<file path="config.mk">
export PLATFORM = sky130hd
export DESIGN_NAME = aud_btm_capture
export DESIGN_NICKNAME = d
export VERILOG_FILES = /design/src/rtl/aud_btm_capture.sv
export SDC_FILE = /design/constraint.sdc
export NUM_CORES = 1
export LEC_CHECK = 0
export BUFFER_PORTS_ARGS = -buffer_cell sky130_fd_sc_hd__buf_2
export CAP_MARGIN = 0
export CORE_MARGIN = 10
export CORE_UTILIZATION = 35
export CTS_CLUSTER_SIZE = 16
export DETAILED_ROUTE_END_ITERATION = 10
export PLACE_DENSITY_LB_ADDON = 0.08
export SYNTH_ARGS = -nofsm -noshare
export SYNTH_HDL_FRONTEND = slang
export SYNTH_SLANG_ARGS = --single-unit
</file>
<file path="constraint.sdc">
create_clock -name aud_ck -period 8.5 [get_ports aud_ck]
set_input_delay 0.425 -clock aud_ck [delete_from_list [all_inputs] [get_ports aud_ck]]
set_output_delay 0.425 -clock aud_ck [all_outputs]
set_load 0.02 [all_outputs]
</file>
<file path="src/rtl/aud_btm_capture.sv">
// AUD branch-trace capture: frames AUD nibble-bus branch addresses into a FIFO.
// Optional AUD_TIMESTAMP_EN adds a free-running counter and an out_ts port.
module aud_btm_capture #(
  parameter int ADDR_W = 32,
  parameter int DEPTH  = 16,
  parameter int TS_W   = 16
) (
  input  logic                     aud_ck,
  input  logic                     rst,
  input  logic [3:0]               aud_data,
  input  logic                     aud_nsync,
  output logic [ADDR_W-1:0]        out_addr,
  output logic [1:0]               out_len,
  output logic                     out_err,
  output logic                     out_valid,
  input  logic                     out_ready,
  output logic [$clog2(DEPTH):0]   fifo_level,
  output logic [15:0]              ovf_cnt,
  input  logic                     ovf_clr
`ifdef AUD_TIMESTAMP_EN
  ,
  output logic [TS_W-1:0]          out_ts
`endif
);

  localparam int NIBS = ADDR_W / 4;
  localparam int PW   = $clog2(DEPTH);
  localparam int LW   = PW + 1;

  if (!(ADDR_W == 32 || ADDR_W == 64) || DEPTH < 2 || DEPTH > 256 ||
      (DEPTH & (DEPTH - 1)) != 0 || TS_W < 1) begin : g_cfg_check
    $error("aud_btm_capture: illegal parameter set");
  end

  typedef enum logic [1:0] {WAIT_SYNC, IDLE, CAPTURE} state_t;

  state_t              state, state_nx;
  logic [3:0]          cmd;
  logic [4:0]          n;
  logic [ADDR_W-1:0]   nib_buf;
  logic [ADDR_W-1:0]   last_addr;
  logic [ADDR_W-1:0]   merged;

  logic                sup;
  logic [4:0]          exp_n;
  logic [1:0]          len_code;
  logic                frame_end;
  logic                push;
  logic                push_err;
  logic [ADDR_W-1:0]   push_addr;

  logic [ADDR_W-1:0]   mem_addr [DEPTH];
  logic [1:0]          mem_len  [DEPTH];
  logic                mem_err  [DEPTH];
  logic [PW-1:0]       wr_ptr, rd_ptr;
  logic [LW-1:0]       level;
  logic                pop, wr_en, drop;

  // FSM
  always_ff @(posedge aud_ck) begin
    if (rst) state <= WAIT_SYNC;
    else     state <= state_nx;
  end

  always_comb begin
    state_nx = state;
    case (state)
      WAIT_SYNC: if (aud_nsync)  state_nx = IDLE;
      IDLE:      if (!aud_nsync) state_nx = CAPTURE;
      CAPTURE:   if (aud_nsync)  state_nx = IDLE;
      default:                   state_nx = WAIT_SYNC;
    endcase
  end

  always_comb begin
    sup      = 1'b0;
    exp_n    = 5'd0;
    len_code = 2'd0;
    case (cmd)
      4'b1000: begin sup = 1'b1; exp_n = 5'd1; len_code = 2'd0; end
      4'b1001: begin sup = 1'b1; exp_n = 5'd2; len_code = 2'd1; end
      4'b1010: begin sup = 1'b1; exp_n = 5'd4; len_code = 2'd2; end
      4'b1011: begin sup = 1'b1; exp_n = 5'd8; len_code = 2'd3; end
      4'b1100: if (ADDR_W == 64) begin sup = 1'b1; exp_n = 5'd16; len_code = 2'd3; end
      default: ;
    endcase
  end

  // Received nibbles overwrite only the low exp_n nibbles of the last address.
  always_comb begin
    merged = last_addr;
    for (int unsigned i = 0; i < NIBS; i++)
      if (i < 32'(exp_n)) merged[4*i +: 4] = nib_buf[4*i +: 4];
  end

  assign frame_end = (state == CAPTURE) && aud_nsync;
  assign push      = frame_end && sup;
  assign push_err  = (n != exp_n);
  assign push_addr = push_err ? last_addr : merged;

  always_ff @(posedge aud_ck) begin
    if (rst) begin
      cmd       <= '0;
      n         <= '0;
      nib_buf   <= '0;
      last_addr <= '0;
    end else begin
      if (state != WAIT_SYNC && aud_nsync) cmd <= aud_data;
      if (state == IDLE && !aud_nsync) begin
        nib_buf[3:0] <= aud_data;
        n            <= 5'd1;
      end else if (state == CAPTURE && !aud_nsync) begin
        for (int unsigned i = 0; i < NIBS; i++)
          if (32'(n) == i) nib_buf[4*i +: 4] <= aud_data;
        if (n != 5'd17) n <= n + 5'd1;
      end
      if (push && !push_err) last_addr <= merged;
    end
  end

  // A full FIFO still accepts a push when the head is popped on the same edge.
  assign pop   = out_valid && out_ready;
  assign wr_en = push && ((level != LW'(DEPTH)) || pop);
  assign drop  = push && !wr_en;

  always_ff @(posedge aud_ck) begin
    if (rst) begin
      wr_ptr  <= '0;
      rd_ptr  <= '0;
      level   <= '0;
      ovf_cnt <= '0;
    end else begin
      if (wr_en) wr_ptr <= wr_ptr + 1'b1;
      if (pop)   rd_ptr <= rd_ptr + 1'b1;
      case ({wr_en, pop})
        2'b10:   level <= level + 1'b1;
        2'b01:   level <= level - 1'b1;
        default: ;
      endcase
      if (ovf_clr)                  ovf_cnt <= drop ? 16'd1 : '0;
      else if (drop && ovf_cnt != '1) ovf_cnt <= ovf_cnt + 16'd1;
    end
  end

  always_ff @(posedge aud_ck) begin
    if (wr_en) begin
      mem_addr[wr_ptr] <= push_addr;
      mem_len[wr_ptr]  <= len_code;
      mem_err[wr_ptr]  <= push_err;
    end
  end

  assign out_valid  = (level != '0);
  assign fifo_level = level;
  assign out_addr   = out_valid ? mem_addr[rd_ptr] : '0;
  assign out_len    = out_valid ? mem_len[rd_ptr]  : '0;
  assign out_err    = out_valid ? mem_err[rd_ptr]  : 1'b0;

`ifdef AUD_TIMESTAMP_EN
  logic [TS_W-1:0] ts_cnt;
  logic [TS_W-1:0] ts_start;
  logic [TS_W-1:0] mem_ts [DEPTH];

  always_ff @(posedge aud_ck) begin
    if (rst) begin
      ts_cnt   <= '0;
      ts_start <= '0;
    end else begin
      ts_cnt <= ts_cnt + 1'b1;
      if (state == IDLE && !aud_nsync) ts_start <= ts_cnt;
    end
  end

  always_ff @(posedge aud_ck) begin
    if (wr_en) mem_ts[wr_ptr] <= ts_start;
  end

  assign out_ts = out_valid ? mem_ts[rd_ptr] : '0;
`endif

endmodule

</file>
== Word-level counts from Yosys, hierarchy flattened ==
Memory sizes are Yosys's and may differ from the RTL's. A register that Yosys moved wholly into a read port is not among the register bits.
Cells that the tools add are included.

* Memory bits (writable): 560
* Latch bits: 0
* Register bits: 104
* Memories kept: 3
* Word-level logic and storage cells: 129
* Input bits: 9
* Output and inout port bits: 57
* Memory bits (read-only): 0

{| class="wikitable"
|+ Memories
! memory !! depth !! bits a word !! read ports !! clocked after Yosys merged registers in !! write ports !! line !! text
|-
| mem_addr || 16 || 32 || 1 || 1 || 1 || 52 || <nowiki>logic [ADDR_W-1:0] mem_addr [DEPTH];</nowiki>
|-
| mem_len || 16 || 2 || 1 || 1 || 1 || 53 || <nowiki>logic [1:0] mem_len [DEPTH];</nowiki>
|-
| mem_err || 16 || 1 || 1 || 1 || 1 || 54 || <nowiki>logic mem_err [DEPTH];</nowiki>
|}

* Muxes and demuxes: 36
* Reductions and logical operators: 37
* Shift operators: 0
* Div/mod/pow operators: 0
* Order comparisons: 8
* Bitwise logic cells: 1
* $mul: 0
* Add/sub/neg operators: 6
* Equal/unequal tests: 21

{| class="wikitable"
|+ Operator list
! cell !! count
|-
| $mux 4 || 17
|-
| $mux 32 || 2
|-
| $mux 16 || 2
|-
| $reduce_and 3->1 || 7
|-
| $eq 5x3->1 const B || 4
|-
| $lt 3x5->1 const A || 4
|-
| $add 16x1->16 const B || 1
|-
| $eq 4x4->1 const B || 4
|-
| $ne 16x16->1 const B || 1
|-
| $pmux 4 s4 || 1
|-
| $reduce_bool 2->1 || 6
|-
| $add 5x1->5 const B || 2
|-
| $eq 5x2->1 const B || 2
|-
| $logic_and 1x1->1 || 10
|-
| $lt 1x5->1 const A || 2
|-
| $lt 2x5->1 const A || 2
|-
| $ne 5x5->1 const B || 2
|-
| $pmux 5 s2 || 1
|-
| $add 4x1->4 const B || 2
|-
| $mux 1 || 8
|-
| $reduce_and 2->1 || 4
|-
| $mux 2 || 3
|-
| $pmux 2 s3 || 1
|-
| $eq 5x1->1 const B || 1
|-
| 15 further kinds || 20
|}

== Depth between registers and ports, before layout ==
Gate-level depths: netlist (run 1).

* Depth in word-level cells: 10
* Depth in mapped cells: 11
* Mapped depth without buffers: 10

== Least setup slack after synthesis (run 1) ==
OpenSTA, ideal clock, no wires.

* Path type: reg2reg
* Start point: register level[1] (netlist: fifo_level[1])
* End point: memory mem_addr[3][0] (enable)
* Setup slack: 4.305 ns
* Path buffers: 0
* Stages on the path, launching flop included: 5
* Clock period less this slack: 4.195 ns
* Data arrival time: 3.724 ns
* Library setup time: 0.471 ns
* Path through: dfxtp_1 > nor4_4 > a211oi_2 > nand2_1 > nor3_1

* Longest elaborated chain between the ends: 6

{| class="wikitable"
|+ Ends and longest elaborated chain
! item !! line !! text
|-
| start: declaration || 56 || <nowiki>logic [LW-1:0] level;</nowiki>
|-
| start signal: assignment || 136 || <nowiki>2'b10: level <= level + 1'b1;</nowiki>
|-
| start signal: assignment || 137 || <nowiki>2'b01: level <= level - 1'b1;</nowiki>
|-
| $reduce_bool 5->1 || 153 || <nowiki>assign out_valid = (level != '0);</nowiki>
|-
| $logic_and 1x1->1 || 122 || <nowiki>assign pop = out_valid && out_ready;</nowiki>
|-
| $logic_or 1x1->1 * || 123 || <nowiki>assign wr_en = push && ((level != LW'(DEPTH)) || pop);</nowiki>
|-
| $logic_and 1x1->1 * || 123 ||
|-
| $mux 1 * || 146 || <nowiki>if (wr_en) begin</nowiki>
|-
| $mux 1 (implied by the code) * || 147 || <nowiki>mem_addr[wr_ptr] <= push_addr;</nowiki>
|-
| end: declaration || 52 ||
|}

Every way passes the cells marked *; elsewhere a longest branch is shown, timed or not.

==> results of run 1 <==
layout by cell type, fill, tap and decap left out, types with 3 or more instances in the layout:
cell type,instances
o21ai_0,4
nor2_1,58
nand2_1,81
nor3_1,3
nand3b_1,4
mux2_2,33
buf_4,27
xnor2_1,9
clkinv_1,14
nor2_4,12
and4_1,4
clkinvlp_4,3
mux4_2,175
clkbuf_1,20
nor4b_1,3
nand2b_1,5
nor2b_1,5
nand4_1,6
clkbuf_8,4
clkbuf_16,75
mux2i_1,29
xor2_1,14
clkinv_2,9
buf_2,65
o2111ai_1,6
a21oi_1,54
bufinv_16,5
and3_1,3
and2_1,38
or3_1,4
inv_1,12
nand3_1,38
dfxtp_1,104
ha_1,13
or2_2,3
nor3_2,4
dfxtp_4,3
edfxtp_1,560
state kept, by name, indices dropped and copies added, names as in the netlist, named ones only:
register and flops:
nib_buf 32, state 2, fifo_level 5, mem_addr 512, ovf_cnt 16, cmd 4, wr_ptr 4, last_addr 32
mem_err 16, n 5, mem_len 32, rd_ptr 4
cells in the mapped netlist (5+ instances only):
library cell	number	share of area [%]
nor3_1	7	0.13
nand2_1	81	1.2
dfxtp_1	108	8.2
nand2b_1	6	0.14
nand4_1	6	0.14
inv_1	12	0.17
nand3_1	38	0.72
a21oi_1	54	1.0
o2111ai_1	6	0.20
nor2_1	70	1.0
xor2_1	14	0.47
mux2_2	33	1.4
xnor2_1	9	0.30
edfxtp_1	560	64
ha_1	13	0.62
nor2b_1	5	0.12
clkbuf_1	42	0.60
mux2i_1	29	1.1
mux4_2	175	15
and2_1	38	0.90
buf_1	10	0.14
buf_2	18	0.34
report_power, final:
| part | total, mW | internal (mW) | leakage (nW) | switching (mW) |
|---|---|---|---|---|
| registers | 3.60 | 3.52 | 5.87 | 0.0831 |
| logic | 0.868 | 0.390 | 2.57 | 0.479 |
| clock network | 3.11 | 1.82 | 1.14 | 1.29 |
per-stage QoR:
step                hold slack (ps)  utilization [%]  power [mW]
detailed placement              444             37.4        4.58
floorplan                       428                -        4.29
global placement                434             37.4        4.58
finish                         94.9             40.6        7.58
global route                   78.4             40.6        7.91
CTS                            50.8             40.6        7.72
worst max-delay path, delay by kind of cell, from the launching register on:
kind | cells | cell delay, ps
DFF | 1 | 990
buffers and inverters | 2 | 1070
muxes | 2 | 1090
and+or+nand+nor | 1 | 190
worst max path at each step:
stage	start	endpoint	slack [ps]	depth (start not counted)
after floorplan	fifo_level[1]$_SDFFE_PP0P_	mem_addr[3][0]$_DFFE_PP_	4310	4
after global placement	flip-flop	out_addr[23]	4440	5
after detailed placement	flip-flop	out_addr[23]	4460	5
after CTS	flip-flop	out_addr[23]	3810	5
after global routing	flip-flop	out_addr[28]	3650	5
final	flip-flop	out_addr[23]	4040	5
logic make-up (layout without fill, tap and decap cells):
group | after synthesis | count (layout) | synth area share [%]
compound gates | 83 | 83 | 1.90
xor+xnor | 23 | 23 | 0.764
fa+ha+maj | 14 | 14 | 0.693
buf+inv | 87 | 239 | 1.41
flops | 668 | 668 | 72.0
mux | 238 | 238 | 17.5
other cells | 0 | 1 | 0
simple gates | 290 | 290 | 5.69
area by class of cell:
cell class              count  area share (%)
clock inverters            35            1.11
flip-flops and latches    668            62.8
well taps                 969            4.01
inverters                  13           0.161
multi-input cells         648            23.5
repair buffers             92            1.75
diodes                      1         0.00827
clock buffers              99            6.64
routing by layer:
metal	track usage (%)	part of all wire (%)	vias up
li1	-	-	5793
met5	0	0.020	-
met3	2.61	4.0	64
met2	24.5	48	243
met1	21.0	46	6939
met4	3.96	1.5	2
==> out/results.ini, run 1 <==
[die]
initial_utilization_pct = 35.3
die_w_um = 294
io_pins = 66
dieHeight_um = 294
core_region_area_um2 = 74600
die_area_um2 = 86700
placementRows = 100

[sta]
finalClockSkew_ps = 22.2
tns_ps = 0
hold_violations = 0
maxSlewViolCount = 0
grt_setup_unrepaired = no
fin_crit_sh_pct = 52.5
max_slew_margin_pct = 30.3
setup_slack_ps = 4040
worst_slew_pin_slew_ps = 1050
period_minus_slack_ps = 4460
setup_viol = 0
timing.fmax_mhz = 224

[critical_path]
required_ps = 8080
cp_max_fo = 48
reg2regPathDepth = 5
critical_path.most_common_cell = mux4_2
reg2reg_slack_ps = 5000
worstPathArrival_ps = 4030
cp-start-kind = flip-flop
critPathMaxStageDelay_ps = 990
crit_type = reg -> out
end_kind = output port
r2r_end = mem_addr[3][18]$_DFFE_PP_
path_cells = buf_4, mux4_2, mux4_2, and2_1, buf_2
cp_slowest_cell = dfxtp_4
worstReg2RegStart = state[1]$_SDFFE_PP0P_

[detailed_routing]
via_count = 13000
drc_errors = 0
dr.first_iter.drc_count = 929
post_drt_wl_per_cell_um = 25.7
drt-total-wl_um = 65000
avgViaCountPerCell = 5.16
ant_nets = 0
dr.pass1.iters = 5

[clock_network]
clkSinkCount = 668
clock_path_buffers = 3
cts_hold_buf = 0
post_cts_buffers = 0
clk_pin_slew_ps = 60
cts_buffers = 74
cts_tree = yes
clk_latency_ps = 620
cts-root-buf = clkbuf_16
cts_max_level = 3
post_cts_resize_count = 0

[flow_run]
drv_cap = 0

[pwr]
max-vdd-ir-drop_uv = 180
power_density_nw_per_um2 = 251
power.leakage_nw = 9.57

[worst_hold_path]
min_path_cells = 2
min_to = state[1]$_SDFFE_PP0P_
hold_class = in -> reg
worstHoldStart = aud_nsync

[place]
placed_area_um2 = 27900
hpwl_um = 35700
place_inst = 2390
gp_congestion = 0.750
post-place-ws_ps = 4460
numPortBuffers = 65

[synth]
ys_types = 61
synth_flop_cell = edfxtp_1
ys_warn_count = 0
syn_nets = 1426
synthArstFlopShare_pct = 0
synth_edf_count = 560
postSynthAreaPerCell_um2 = 18.8
synth_cells = 1403
ys_ff_latch = 668
syn_area_um2 = 26400
yosysSeqAreaShare_pct = 72.0

[final_layout]
multi_input_area_um2 = 7120
nNetsFinal = 1520
final_area_um2 = 30200
nFillCells = 6684
drive_above_1_share_pct = 28.3
seqCellArea_um2 = 19000
syn_to_final_growth_pct = 14.8
layoutNonFillerInstCount = 2525

[global_route]
grt_util_all_layers_pct = 15.2
grt_pass1_vias = 13800
grt_start_max_net_pins = 90
grt_antenna_before_repair = 2
grt_first_pass_wirelength_um = 96300
overflow = 0

[outcome]
outcome = finished, final reports clean

Note: power is estimated with default switching activity, not from simulation.
==> run 2: changes to the inputs <==
==> constraint.sdc (replaced) <==
create_clock -name aud_ck -period 4.29 [get_ports aud_ck]
set_input_delay 0.2145 -clock aud_ck [delete_from_list [all_inputs] [get_ports aud_ck]]
set_output_delay 0.2145 -clock aud_ck [all_outputs]
set_load 0.02 [all_outputs]
==> run 2 against run 1 <==
Compared with the run above:
- non-clock buffer count up 17
- largest power group unchanged
- utilization increased by 0.28 points
- flip-flop and latch count unchanged
- highest routed layer is now met4
- clock power grew 96%
- register-to-register slack got worse by 3900 ps
==> out/results.ini, run 2 (same netlist as run 1, synthesis figures left out) <==
[detailed_routing]
dr.pass1.iters = 7
dr.first_iter.drc_count = 949
drt-total-wl_um = 66100
post_drt_wl_per_cell_um = 26.0
via_count = 13200
avgViaCountPerCell = 5.20
ant_nets = 0
drc_errors = 0

[clock_network]
clk_pin_slew_ps = 60
clock_path_buffers = 3
cts_buffers = 74
cts_hold_buf = 5
cts-root-buf = clkbuf_16
post_cts_buffers = 0
cts_max_level = 3
clk_latency_ps = 610
post_cts_resize_count = 0
clkSinkCount = 668
cts_tree = yes

[critical_path]
worstReg2RegStart = cmd[0]$_SDFFE_PP0P_
cp-start-kind = flip-flop
path_buf_inv = 2
reg2reg_slack_ps = 1090
crit_type = reg -> out
required_ps = 4080
critical_path.most_common_cell = mux4_2
worstPathArrival_ps = 3090
path_cells = buf_12, mux4_2, mux4_2, and2_1, buf_2
cp_max_fo = 45
cp_slowest_cell = mux4_2
reg2regPathDepth = 5
end_kind = output port
cp_top_family = multiplexers
r2r_end = mem_addr[5][1]$_DFFE_PP_
critPathMaxStageDelay_ps = 580

[place]
placed_area_um2 = 28100
numPortBuffers = 65
gp_congestion = 0.735
hpwl_um = 37500

[die]
initial_utilization_pct = 35.3
die_area_um2 = 86700
placementRows = 100
die_w_um = 294
io_pins = 66
core_region_area_um2 = 74600
dieHeight_um = 294

[pwr]
power.leakage_nw = 10.3
power_density_nw_per_um2 = 493
max-vdd-ir-drop_uv = 361

[worst_hold_path]
min_to = nib_buf[27]$_SDFFE_PP0P_
hold_class = in -> reg
worstHoldStart = aud_data[3]
min_path_cells = 3

[sta]
tns_ps = 0
finalClockSkew_ps = 23.7
maxSlewViolCount = 0
timing.fmax_mhz = 302
max_slew_margin_pct = 30.1
fin_crit_sh_pct = 77.1
grt_setup_unrepaired = no
worst_slew_pin_slew_ps = 1040
period_minus_slack_ps = 3310
setup_viol = 0
hold_violations = 0

[global_route]
grt_start_max_net_pins = 61
grt_first_pass_wirelength_um = 97700
grt_util_all_layers_pct = 15.4
grt_antenna_before_repair = 1
grt_pass1_vias = 14100
overflow = 0

[final_layout]
final_area_um2 = 30500
final_common_cell = edfxtp_1
drive_above_1_share_pct = 28.7
mostFrequentLayoutCells = 560 x edfxtp_1, 175 x mux4_2, 104 x dfxtp_1
diodes = 0
syn_to_final_growth_pct = 15.6
nNetsFinal = 1537
fin_util_pct = 40.8
largest-register = mem_addr
largest_reg_flops = 512

[flow_run]
drv_cap = 0

[outcome]
outcome = finished, final reports clean

run 2: changes by cell type in the layout (fill, tap and decap cells not counted), sizes merged:
cell,delta
buf,+12
bufinv,-2
clkbuf,+10
clkinv,-9
clkinvlp,+2
diode,-1
dlygate4sd3,+5
inv,+1
run 2: report_power, final:
group / total, mW / internal, mW / switching, mW
sequential: 7.07 / 6.97 / 0.0927
clock: 6.10 / 3.56 / 2.54
combinational: 1.86 / 0.817 / 1.04
run 2: worst max-delay path by stage:
| stage | from | endpoint | slack, ps | depth (start not counted) |
|---|---|---|---|---|
| 2_1_floorplan | fifo_level[1]$_SDFFE_PP0P_ | mem_addr[3][0]$_DFFE_PP_ | 100 | 4 |
| 3_3_place_gp | cmd[0]$_SDFFE_PP0P_ | mem_addr[0][3]$_DFFE_PP_ | 1170 | 5 |
| 3_5_place_dp | cmd[0]$_SDFFE_PP0P_ | mem_addr[4][1]$_DFFE_PP_ | 1130 | 5 |
| 4_1_cts | flip-flop | out_addr[0] | 880 | 5 |
| 5_1_grt | flip-flop | out_addr[7] | 810 | 5 |
| 6_report | flip-flop | out_addr[0] | 980 | 5 |
run 2: worst reg2reg max path: stages (launching register included):
cell      delay (ps)
dfxtp_1          400
nor4b_1          520
mux2i_2          550
o211ai_2         460
nor2_2           460
mux2_2           510
run 2: routing by layer:
layer / part of all wire, % / track usage (%)
met5: 0 / 0
met4: 1.6 / 4.06
met3: 3.4 / 2.17
met2: 48 / 24.9
met1: 47 / 21.5
run 2: layout make-up:
cell class	instances	area (um2)
Fill cell	6735	44100
Sequential cell	668	19000
Multi-Input combinational cell	648	7120
Clock buffer	109	2080
Tap cell	969	1210
Timing Repair Buffer	109	756
Clock inverter	27	250
Inverter	13	48.8
run 2: stage by stage:
| step | power [mW] | setup slack, ps | cells | hold WS (ps) |
|---|---|---|---|---|
| finish | 15.0 | 981 | 2543 | 24.7 |
| global route | 15.7 | 806 | 2543 | 27.0 |
| CTS | 15.3 | 879 | 2543 | 7.13 |
| detailed placement | 9.15 | 1130 | 2402 | 441 |
| global placement | 9.14 | 1170 | 2402 | 434 |
| floorplan | 8.68 | 95.3 | 1403 | 292 |
==> run 3: changes to the inputs <==
==> constraint.sdc (replaced) <==
create_clock -name aud_ck -period 3 [get_ports aud_ck]
set_input_delay 0.15 -clock aud_ck [delete_from_list [all_inputs] [get_ports aud_ck]]
set_output_delay 0.15 -clock aud_ck [all_outputs]
set_load 0.02 [all_outputs]
==> run 3 against run 2 <==
Compared with the run above:
- sequential share of layout area down 1.5 points
- sequential power up 43%
- die area unchanged
- final cell count up 1.3%
- largest power group unchanged
- flip-flop and latch count unchanged
- clock power up 41%
- non-clock buffer count up 38
- critical path depth up 1
- worst setup slack worse by 950 ps
- critical path type unchanged
==> out/results.ini, run 3 (same netlist as run 1, synthesis figures left out) <==
[place]
gp_congestion = 0.727
post-place-ws_ps = 346
numPortBuffers = 65
hpwl_um = 36500

[final_layout]
largest_reg_flops = 512
final_common_cell = edfxtp_1
diodes = 0
drive_above_1_share_pct = 30.3
largest-register = mem_addr
syn_to_final_growth_pct = 18.4
nNetsFinal = 1575
mostFrequentLayoutCells = 560 x edfxtp_1, 175 x mux4_2, 104 x dfxtp_1

[critical_path]
path_buf_inv = 3
end_kind = output port
reg2reg_slack_ps = 370
cp-start-kind = flip-flop
required_ps = 2850
critPathMaxStageDelay_ps = 530
cp_max_fo = 7
path_cells = buf_16, buf_16, mux4_2, mux4_2, and2_1, buf_2
crit_type = reg -> out
worstPathArrival_ps = 2820
cp_slowest_cell = mux4_2
cp_top_family = multiplexers

[clock_network]
clk_latency_ps = 600
cts_max_level = 3
clk_pin_slew_ps = 60
cts-root-buf = clkbuf_16
clkSinkCount = 668
clock_path_buffers = 3
cts_buffers = 74
cts_tree = yes

[global_route]
grt_first_pass_wirelength_um = 99700
grt_start_max_net_pins = 57
grt_util_all_layers_pct = 15.8
grt_pass1_vias = 14200
overflow = 0
grt_antenna_before_repair = 2

[pwr]
power_density_nw_per_um2 = 696
internal-power_mw = 16.4
power_switching_mw = 5.28
power.leakage_nw = 10.4
comb_power_share_pct = 14.1
swShare_pct = 24.3
clkPwrFrac_pct = 39.5
seqPwrFrac_pct = 46.4
power_mw = 21.7
max-vdd-ir-drop_uv = 474

[sta]
worst_slew_pin_slew_ps = 1090
finalClockSkew_ps = 18.2
setup_viol = 0
period_minus_slack_ps = 2970
max_slew_margin_pct = 26.7
timing.fmax_mhz = 336
setup_slack_ps = 27.0
grt_setup_unrepaired = yes
maxSlewViolCount = 0
fin_crit_sh_pct = 99.1
tns_ps = 0
hold_violations = 0

[detailed_routing]
ant_nets = 0
post_drt_wl_per_cell_um = 26.4
route.met2.wl_um = 32600
wl_met3_um = 2770
wl_met1_um = 31400
dr.pass1.iters = 5
topRoutingLayerUsed = met4
avgViaCountPerCell = 5.20
drc_errors = 0
drt-total-wl_um = 67900
via_count = 13400
dr.first_iter.drc_count = 1058

[worst_hold_path]
hold_class = in -> reg

[die]
io_pins = 66
initial_utilization_pct = 35.3
dieHeight_um = 294
die_w_um = 294
die_area_um2 = 86700
core_region_area_um2 = 74600
placementRows = 100

[flow_run]
drv_cap = 0

[outcome]
outcome = finished, final reports clean

-- run 3: repair_timing --
item / 4_1_cts / 5_1_grt
gates cloned: 3 / 5
endpoints found under the setup margin: 26 / 25
hold endpoints to repair: 36 / 0
setup buffers: 8 / 4
gates resized for setup: 10 / 26
hold buffers: 7 / 0
-- run 3: cell type report --
class	count	area [um2]
Tap cell	969	1210
Fill cell	6621	43400
Timing Repair Buffer	147	1530
Clock buffer	107	2100
Inverter	13	48.8
Multi-Input combinational cell	648	7150
Clock inverter	25	174
Sequential cell	668	19000
-- run 3: per-stage QoR --
step           util, %  instances  hold slack (ps)  area, um2
4_1_cts           41.6       2569             8.25      31000
3_5_place_dp      38.2       2419              431      28500
5_1_grt           41.8       2577             55.1      31200
6_report          41.8       2577             35.8      31200
2_1_floorplan        -       1403              227      26400
3_3_place_gp      38.2       2419              407      28500
-- run 3: power by group through the flow --
stage / clock network (mW) / registers [mW] / logic, mW
2_1_floorplan: 0 / 10.2 / 2.10
3_3_place_gp: 0 / 10.3 / 2.80
3_5_place_dp: 0 / 10.3 / 2.81
4_1_cts: 8.86 / 10.1 / 3.01
5_1_grt: 9.23 / 10.1 / 3.33
6_report: 8.58 / 10.1 / 3.07
-- run 3: worst paths after layout --
path | to | cells after the start | from
setup / recovery | out_addr[17] | 6 | flip-flop
hold reg to reg | last_addr[29]$_SDFFE_PP0P_ | 2 | last_addr[29]$_SDFFE_PP0P_
setup reg to reg | mem_addr[1][0]$_DFFE_PP_ | 5 | cmd[0]$_SDFFE_PP0P_
hold / removal | fifo_level[3]$_SDFFE_PP0P_ | 2 | rst
-- run 3: metal layers --
layer / global-route usage [%] / up-vias
li1: - / 5908
met1: 22.0 / 7153
met2: 25.3 / 276
met3: 2.78 / 72
met4: 4.16 / 0
met5: 0 / -
